===== src/rtl/pipe_run_ctrl.sv =====
// pipe_run_ctrl: run/step sequencer for the pipelined multi-cycle core.
// Drives the core reset and clock-enable through reset sequencing, a bounded
// free-run, single-step mode and halt detection, and reports cycle count and
// stop cause.
// Optional feature: define PIPE_RUN_CTRL_BREAKPOINT_EN to stop on pc == bp_addr.
module pipe_run_ctrl #(
  parameter int CNT_W      = 32,
  parameter int MAX_CYCLES = 21,
  parameter int RST_CYCLES = 2,
  parameter int PC_W       = 32
) (
  input  logic             clk,
  input  logic             rst_n,
  input  logic             start,
  input  logic             mode,
  input  logic             step,
  input  logic             halt_req,
  input  logic [PC_W-1:0]  pc,
  input  logic [PC_W-1:0]  bp_addr,
  input  logic             bp_valid,
  output logic             core_rst_n,
  output logic             core_en,
  output logic [CNT_W-1:0] cycle_cnt,
  output logic             busy,
  output logic             done,
  output logic [1:0]       cause
);

  typedef enum logic [2:0] {
    S_IDLE      = 3'd0,
    S_RESET     = 3'd1,
    S_RUN       = 3'd2,
    S_STEP_WAIT = 3'd3,
    S_STEP      = 3'd4,
    S_DONE      = 3'd5
  } state_e;

  localparam logic [1:0] CAUSE_NONE  = 2'd0;
  localparam logic [1:0] CAUSE_LIMIT = 2'd1;
  localparam logic [1:0] CAUSE_HALT  = 2'd2;
  localparam logic [1:0] CAUSE_BP    = 2'd3;

  // A reset phase shorter than one cycle makes no sense; clamp to one.
  localparam int RST_EFF   = (RST_CYCLES < 1) ? 1 : RST_CYCLES;
  localparam int RST_CNT_W = (RST_EFF > 1) ? $clog2(RST_EFF) : 1;
  localparam logic [RST_CNT_W-1:0] RST_LAST = RST_CNT_W'(RST_EFF - 1);

  localparam bit               LIMIT_EN  = (MAX_CYCLES != 0);
  localparam logic [CNT_W-1:0] MAX_C     = CNT_W'(MAX_CYCLES);

  state_e                 state_q, state_d;
  logic                   mode_q, mode_d;
  logic                   step_q;
  logic [RST_CNT_W-1:0]   rst_cnt_q, rst_cnt_d;
  logic [CNT_W-1:0]       cycle_cnt_q, cycle_cnt_d;
  logic [1:0]             cause_q, cause_d;
  logic                   core_rst_n_q, core_rst_n_d;
  logic                   core_en_q, core_en_d;
  logic                   busy_q, busy_d;
  logic                   done_q, done_d;

  logic                   step_rise_s;
  logic                   bp_hit_s;
  logic                   limit_hit_s;
  logic [CNT_W-1:0]       cnt_inc_s;
  logic [1:0]             stop_cause_s;

  assign step_rise_s = step & ~step_q;

`ifdef PIPE_RUN_CTRL_BREAKPOINT_EN
  assign bp_hit_s = bp_valid && (pc == bp_addr);
`else
  // Breakpoint ports stay on the interface but have no effect in this build.
  logic unused_bp_s;
  assign unused_bp_s = ^{pc, bp_addr, bp_valid};
  assign bp_hit_s    = 1'b0;
`endif

  // Saturating increment of the enabled-cycle counter; never wraps.
  always_comb begin
    cnt_inc_s = cycle_cnt_q;
    if (&cycle_cnt_q) begin
      cnt_inc_s = cycle_cnt_q;
    end else begin
      cnt_inc_s = cycle_cnt_q + 1'b1;
    end
  end

  assign limit_hit_s = LIMIT_EN && (cnt_inc_s == MAX_C);

  // Stop decision for a core-enabled cycle: halt beats breakpoint beats limit.
  always_comb begin
    stop_cause_s = CAUSE_NONE;
    if (halt_req) begin
      stop_cause_s = CAUSE_HALT;
    end else if (bp_hit_s) begin
      stop_cause_s = CAUSE_BP;
    end else if (limit_hit_s) begin
      stop_cause_s = CAUSE_LIMIT;
    end else begin
      stop_cause_s = CAUSE_NONE;
    end
  end

  // Next-state logic and next values of the run bookkeeping registers.
  always_comb begin
    state_d     = state_q;
    mode_d      = mode_q;
    rst_cnt_d   = rst_cnt_q;
    cycle_cnt_d = cycle_cnt_q;
    cause_d     = cause_q;
    case (state_q)
      S_IDLE, S_DONE: begin
        if (start) begin
          state_d     = S_RESET;
          mode_d      = mode;
          rst_cnt_d   = '0;
          cycle_cnt_d = '0;
          cause_d     = CAUSE_NONE;
        end else begin
          state_d = state_q;
        end
      end
      S_RESET: begin
        if (rst_cnt_q == RST_LAST) begin
          state_d = mode_q ? S_STEP_WAIT : S_RUN;
        end else begin
          rst_cnt_d = rst_cnt_q + 1'b1;
        end
      end
      S_RUN, S_STEP: begin
        // This cycle had core_en high, so it counts.
        cycle_cnt_d = cnt_inc_s;
        if (stop_cause_s != CAUSE_NONE) begin
          state_d = S_DONE;
          cause_d = stop_cause_s;
        end else if (state_q == S_STEP) begin
          state_d = S_STEP_WAIT;
        end else begin
          state_d = S_RUN;
        end
      end
      S_STEP_WAIT: begin
        if (step_rise_s) begin
          state_d = S_STEP;
        end else begin
          state_d = S_STEP_WAIT;
        end
      end
      default: begin
        state_d = S_IDLE;
      end
    endcase
  end

  // Output values decoded from the next state so the registered outputs
  // line up with the state they describe.
  always_comb begin
    core_rst_n_d = (state_d != S_IDLE) && (state_d != S_RESET);
    core_en_d    = (state_d == S_RUN) || (state_d == S_STEP);
    busy_d       = (state_d == S_RESET) || (state_d == S_RUN) ||
                   (state_d == S_STEP_WAIT) || (state_d == S_STEP);
    done_d       = (state_d == S_DONE);
  end

  // State, bookkeeping and registered outputs; async reset parks the core.
  always_ff @(posedge clk or negedge rst_n) begin
    if (!rst_n) begin
      state_q      <= S_IDLE;
      mode_q       <= 1'b0;
      step_q       <= 1'b0;
      rst_cnt_q    <= '0;
      cycle_cnt_q  <= '0;
      cause_q      <= CAUSE_NONE;
      core_rst_n_q <= 1'b0;
      core_en_q    <= 1'b0;
      busy_q       <= 1'b0;
      done_q       <= 1'b0;
    end else begin
      state_q      <= state_d;
      mode_q       <= mode_d;
      step_q       <= step;
      rst_cnt_q    <= rst_cnt_d;
      cycle_cnt_q  <= cycle_cnt_d;
      cause_q      <= cause_d;
      core_rst_n_q <= core_rst_n_d;
      core_en_q    <= core_en_d;
      busy_q       <= busy_d;
      done_q       <= done_d;
    end
  end

  assign core_rst_n = core_rst_n_q;
  assign core_en    = core_en_q;
  assign cycle_cnt  = cycle_cnt_q;
  assign busy       = busy_q;
  assign done       = done_q;
  assign cause      = cause_q;

endmodule


===== config.mk =====
export PLATFORM = sky130hd
export DESIGN_NAME = pipe_run_ctrl
export DESIGN_NICKNAME = d
export VERILOG_FILES = /design/src/rtl/pipe_run_ctrl.sv
export SDC_FILE = /design/constraint.sdc
export NUM_CORES = 1
export LEC_CHECK = 0
export CAP_MARGIN = 0
export CORE_MARGIN = 8
export CORE_UTILIZATION = 49
export CTS_CLUSTER_SIZE = 20
export DETAILED_ROUTE_END_ITERATION = 6
export PLACE_DENSITY = 0.87
export SETUP_SLACK_MARGIN = 0.02
export SLEW_MARGIN = 10
export SYNTH_ARGS = -nofsm -noshare
export SYNTH_HDL_FRONTEND = slang
export SYNTH_SLANG_ARGS = --single-unit
export TNS_END_PERCENT = 5

===== constraint.sdc =====
create_clock -name clk -period 6.82 [get_ports clk]
set_clock_uncertainty 0.05 [all_clocks]
set_input_delay 1.364 -clock clk [delete_from_list [all_inputs] [get_ports clk]]
set_output_delay 1.364 -clock clk [all_outputs]
set_load 0.1 [all_outputs]

==> impl_metrics.py, run 1 <==
metrics = {
    "run_status": {
        "status": "finished clean",
    },
    "clock_network": {
        "cts_htree_levels": 2,
        "cts_tree": "yes",
        "clkLatencyLatePin_ps": 300,
        "cts_resized": 0,
        "cts.sinks": 44,
        "cts_buffer_depth": 2,
        "cts.clk_slew.worst_paths_ps": 90,
        "cts-root-buf": "clkbuf_8",
        "hold_buffers": 0,
        "cts_setup_buffers": 0,
        "cts_buffers": 5,
    },
    "die": {
        "initial_core_util": 0.506,
        "die_w_um": 94.0,
        "io_pins": 109,
        "fp.dieH_um": 94.0,
        "rows": 28,
        "core_um2": 5890,
        "die_area_um2": 8830,
    },
    "detailed_routing": {
        "ant_nets": 0,
        "firstDrtPassIters": 5,
        "viasPerCell": 6.44,
        "dr_total_vias": 3001,
        "routed_wl_um": 8370,
        "wl_per_cell_um": 18.0,
        "drc_errors": 0,
        "drt-initial-drc-count": 304,
    },
    "yosys": {
        "synth_edf_count": 0,
        "syn_avg_cell_area_um2": 8.23,
        "ys_ff_latch": 44,
        "synth-seq-area-share": 0.370,
        "ys.flop_type": "dfrtp_1",
        "yosys.area.top_type": "dfrtp_1",
        "synthDistinctLibCells": 62,
        "synthCells": 362,
        "ys.warnings.count": 0,
        "synthTopCellsByArea": "dfrtp_1 37%, o21ai_0 8.4%, nand2_1 5.9%, nand4_1 3.4%, a21oi_1 3.2%",
        "synth.top_cell.area_share": 0.370,
        "synth.cell_area_um2": 2980,
        "ys_async_sr_fraction": 1.00,
        "synth_nets": 434,
    },
    "cells_and_area": {
        "num_antenna_cells": 0,
        "final_common_cell": "o21ai_0",
        "layout_common_cells": "50 x o21ai_0, 47 x nand2_1, 44 x dfrtp_1, 42 x clkdlybuf4s50_1, 19 x a21oi_1",
        "nets": 462,
        "final_cell_area_um2": 3530,
        "area_growth_pct": 18.4,
        "layout-drive-gt1-share": 0.0793,
    },
    "setup_path": {
        "worst-path-stages": 1,
        "worst_ep_required_time_ps": 5410,
        "r2r_slack_ps": 3470,
        "crit_type": "reg -> out",
        "r2r-start": "cycle_cnt[0]",
        "reg2reg_depth": 9,
        "startpoint_type": "flip-flop",
        "end_kind": "output port",
        "crit_path_max_fanout": 12,
        "startpoint": "cycle_cnt[17]",
        "critPathTopFamily": "buffers and inverters",
        "crit_path_end": "cycle_cnt[17]",
        "cp_slowest_cell": "clkdlybuf4s50_1",
        "slowest_delay_ps": 1220,
        "timing.rr.end": "cause[1]",
        "crit_buf_inv": 1,
        "crit_arrival_ps": 2120,
        "crit_chain": "clkdlybuf4s50_1",
    },
    "power_and_ir_drop": {
        "p_per_area_nw_per_um2": 331,
        "power.leakage_nw": 1.31,
        "vdd_ir_drop_max_mv": 0.287,
    },
    "global_routing": {
        "grt_pass1_vias": 2792,
        "grt_max_degree": 45,
        "antenna_found_initial": 0,
        "grt_pass1_wl_um": 14200,
        "grtUsageTotal": 0.195,
        "grt-ovfl-total": 0,
    },
    "timing": {
        "max_slew_margin": 0.283,
        "tightest_slew_ps": 1070,
        "hold_slack_ps": 475,
        "rsz0062_at_grt": "no",
        "finalCritPeriodShare": 0.518,
        "period_minus_slack_ps": 3530,
        "fmax_mhz": 283,
        "hold_violations": 0,
        "drv_slew": 0,
        "finalSetupViolations": 0,
        "setup_tns_ps": 0,
    },
    "place": {
        "portBuffers": 43,
        "gp_congestion": 0.940,
        "dp_hpwl_um": 5890,
        "placed_area_um2": 3410,
    },
    "job": {
        "drv_cap": 0,
    },
    "worst_hold_path": {
        "hp-class": "reg -> reg",
    },
}
## stage by stage
stage	power (mW)	cells	utilization	worst slack (ps)
2_1_floorplan	0.812	362	-	3180
3_3_place_gp	0.938	458	0.579	3560
3_5_place_dp	0.957	458	0.579	3500
4_1_cts	1.17	466	0.599	3280
5_1_grt	1.24	466	0.599	3210
6_report	1.17	466	0.599	3290
## kinds of logic (layout without fill, tap and decap cells)
| logic type | Yosys count | after routing | share of synthesized area |
|---|---|---|---|
| fa+ha+maj | 1 | 1 | 0.00420 |
| simple gates | 162 | 162 | 0.298 |
| flops | 44 | 44 | 0.370 |
| mux | 5 | 5 | 0.0181 |
| buf+inv | 26 | 55 | 0.0382 |
| compound gates | 117 | 117 | 0.251 |
| xor+xnor | 7 | 7 | 0.0206 |
## layer usage
metal  track usage  wire, um  part of all wire
met5             0         0                 0
met3        0.0376       554             0.066
met4        0.0515       121             0.014
met2         0.327      4050              0.48
met1         0.249      3640              0.44
## Yosys cell counts (6+ instances only)
library cell	count
nand2b_1	8
nand2_1	47
clkbuf_1	15
a31oi_1	12
nor2_1	17
nand3_1	16
dfrtp_1	44
nand4_1	16
and3_1	6
and2_1	7
buf_2	7
nor3_1	12
o21ai_0	50
a21oi_1	19
## report_power, final
group	leakage, nW	total [mW]	switching, mW	internal (mW)
sequential	0.593	0.357	0.0545	0.303
combinational	0.651	0.599	0.430	0.168
clock	0.0614	0.211	0.0915	0.120
## flip-flops by register name, summed over array words and instances (netlist names)
name	cells
core_en	1
core_rst_n	1
step_q	1
cause	2
busy	1
mode_q	1
cycle_cnt	32
done	1
rst_cnt_q	1
state_q	3
## area by class of cell
type	count	area, um2
Clock buffer	6	82.6
Sequential cell	44	1100
Multi-Input combinational cell	292	1760
Timing Repair Buffer	45	440
Inverter	2	7.51
Tap cell	75	93.8
Clock inverter	2	38.8
Fill cell	549	2360
## worst min path at each step
stage	slack [ps]	start	depth (start not counted)	to
after floorplan	430	mode_q	1	mode_q
after global placement	450	mode_q	1	mode_q
after detailed placement	460	mode_q	1	mode_q
after CTS	480	mode_q	1	mode_q
after global routing	510	mode_q	1	mode_q
final	480	mode_q	1	mode_q
## worst reg2reg max path, stage by stage (launching register included)
cell       delay (ps)
dfrtp_1           440
ha_1              300
and4_2            290
and4_1            320
a311o_1           500
or4_4             460
a221oi_2          330
o2111ai_2         210
nor2_4            200
o211ai_1          140
No activity file was read; power rests on OpenSTA's default activity.
==> run 2: changes to the inputs <==
- CORE_UTILIZATION: 49 -> 41
- PLACE_DENSITY: 0.87 -> 0.78
- clock period: 6.82 -> 3.2 ns (I/O delays scaled with it)
==> run 2 against run 1 <==
Against the previous run: combinational power up 120%; wire length up 4.9%; core utilization is 7.7 points lower; hold slack got worse by 44 ps; global-route usage down 2.4 points; critical path type is now reg -> reg; critical endpoint is now core_en; largest power group unchanged.
==> impl_metrics.py, run 2 (synthesized netlist as in run 1, its figures left out) <==
metrics = {
    "job": {
        "drv_cap": 0,
    },
    "detailed_routing": {
        "viasPerCell": 5.94,
        "firstDrtPassIters": 5,
        "dr_total_vias": 3063,
        "wl_per_cell_um": 17.0,
        "drt-initial-drc-count": 278,
        "ant_nets": 0,
        "drc_errors": 0,
        "routed_wl_um": 8780,
    },
    "timing": {
        "max_slew_margin": 0.354,
        "finalSetupViolations": 0,
        "drv_slew": 0,
        "setup_ws_ps": 50.6,
        "finalCritPeriodShare": 0.984,
        "setup_tns_ps": 0,
        "tightest_slew_ps": 969,
        "period_minus_slack_ps": 3150,
        "fmax_mhz": 318,
        "hold_violations": 0,
    },
    "cells_and_area": {
        "layout-drive-gt1-share": 0.305,
        "num_antenna_cells": 0,
        "nets": 488,
        "final_cell_area_um2": 3730,
        "largest_reg_flops": 32,
        "final_common_cell": "buf_4",
        "area_growth_pct": 25.2,
        "finalNonFillerCells": 516,
        "layout_common_cells": "65 x buf_4, 50 x o21ai_0, 47 x nand2_1, 22 x dfrtp_2, 19 x a21oi_1",
    },
    "place": {
        "portBuffers": 43,
        "placed_area_um2": 3560,
        "gp_congestion": 0.934,
        "dp_slack_ps": 124,
        "dp_hpwl_um": 6310,
        "placedCellCount": 501,
    },
    "die": {
        "initial_core_util": 0.417,
        "core_um2": 7140,
        "rows": 31,
        "io_pins": 109,
        "die_w_um": 101,
        "die_area_um2": 10200,
        "fp.dieH_um": 101,
    },
    "power_and_ir_drop": {
        "totalPowerFinal_mw": 2.54,
        "p_per_area_nw_per_um2": 681,
        "power.leakage_nw": 1.45,
        "vdd_ir_drop_max_mv": 0.324,
    },
    "clock_network": {
        "cts_buffers": 5,
        "hold_buffers": 0,
        "cts_htree_levels": 2,
        "clkLatencyLatePin_ps": 300,
        "cts.sinks": 44,
        "cts_buffer_depth": 2,
        "cts.clk_slew.worst_paths_ps": 90,
        "cts_tree": "yes",
        "cts-root-buf": "clkbuf_8",
    },
    "setup_path": {
        "end_kind": "flip-flop",
        "crit_type": "reg -> reg",
        "worst_ep_required_time_ps": 3330,
        "crit_path_max_fanout": 5,
        "startpoint": "cycle_cnt[1]",
        "startpoint_type": "flip-flop",
        "crit_arrival_ps": 3280,
        "r2r-start": "cycle_cnt[1]",
    },
    "run_status": {
        "status": "finished clean",
    },
    "global_routing": {
        "antenna_found_initial": 0,
        "grt_pass1_vias": 2866,
        "grt_pass1_wl_um": 14200,
        "grt_max_degree": 45,
        "grtUsageTotal": 0.171,
        "grt-ovfl-total": 0,
    },
    "worst_hold_path": {
        "hp-class": "in -> async",
    },
}
run 2: cell count changes in the layout (fill, tap and decap cells not counted):
cell / change
and4_2: -1
and4_4: +1
buf_12: +1
buf_4: +63
clkbuf_8: -1
clkdlybuf4s50_1: -38
clkinv_4: -1
clkinvlp_4: +1
dfrtp_1: -31
dfrtp_2: +22
dfrtp_4: +9
ha_1: -1
ha_2: +1
inv_6: +1
run 2: worst paths after layout:
| kind | end | slack (ps) | cells after the start |
|---|---|---|---|
| setup / recovery | core_en | 50 | 10 |
| hold / removal | step_q | 430 | 1 |
| setup reg to reg | core_en | 50 | 10 |
| hold reg to reg | cycle_cnt[10] | 480 | 1 |
| max in group asynchronous | cycle_cnt[6] | 1950 | 1 |
| min in group clk | cycle_cnt[10] | 480 | 1 |
run 2: metrics by stage:
stage               utilization  hold slack (ps)
detailed placement        0.499              471
finish                    0.523              431
CTS                       0.515              482
global placement          0.499              448
floorplan                     -              294
global route              0.523              503
run 2: metal layers:
metal | vias up | share of wire | track usage
met2 | 97 | 0.48 | 0.281
li1 | 1459 | - | -
met1 | 1494 | 0.45 | 0.223
met4 | 0 | 0.019 | 0.0607
met3 | 13 | 0.055 | 0.0247
met5 | - | 0 | 0
run 2: cell type report:
cell class,instances,area (um2)
Sequential cell,44,1160
Clock inverter,3,46.3
Inverter,2,7.51
Multi-Input combinational cell,292,1770
Tap cell,99,124
Fill cell,713,3410
Clock buffer,5,68.8
Timing Repair Buffer,71,553
run 2: where the power goes:
group | internal (mW) | switching [mW] | total (mW)
logic | 0.383 | 0.934 | 1.32
registers | 0.661 | 0.116 | 0.776
clock network | 0.235 | 0.211 | 0.447
total | 1.28 | 1.26 | 2.54
run 2: what timing repair did:
item                                    in CTS  in global routing
endpoints found under the setup margin       0                  7
resized for setup                            0                  1
setup buffers                                0                  7
hold endpoints to repair                     0                  0
run 2: critical path: stages, from the launching register on:
cell and delay (ps):
dfrtp_4 450, ha_2 190, and4_4 250, nand4_1 230, buf_4 230, o311ai_4 360, nor3_1 100, a2111o_1 390
or4_4 460, o21ai_1 190, a21boi_0 130
==> run 3: changes to the inputs <==
- CAP_MARGIN: 0 -> default
- CTS_CLUSTER_DIAMETER: default -> 40
- CTS_CLUSTER_SIZE: 20 -> default
==> results of run 3 <==
Final layout, timing and power as in run 2 (identical DEF).
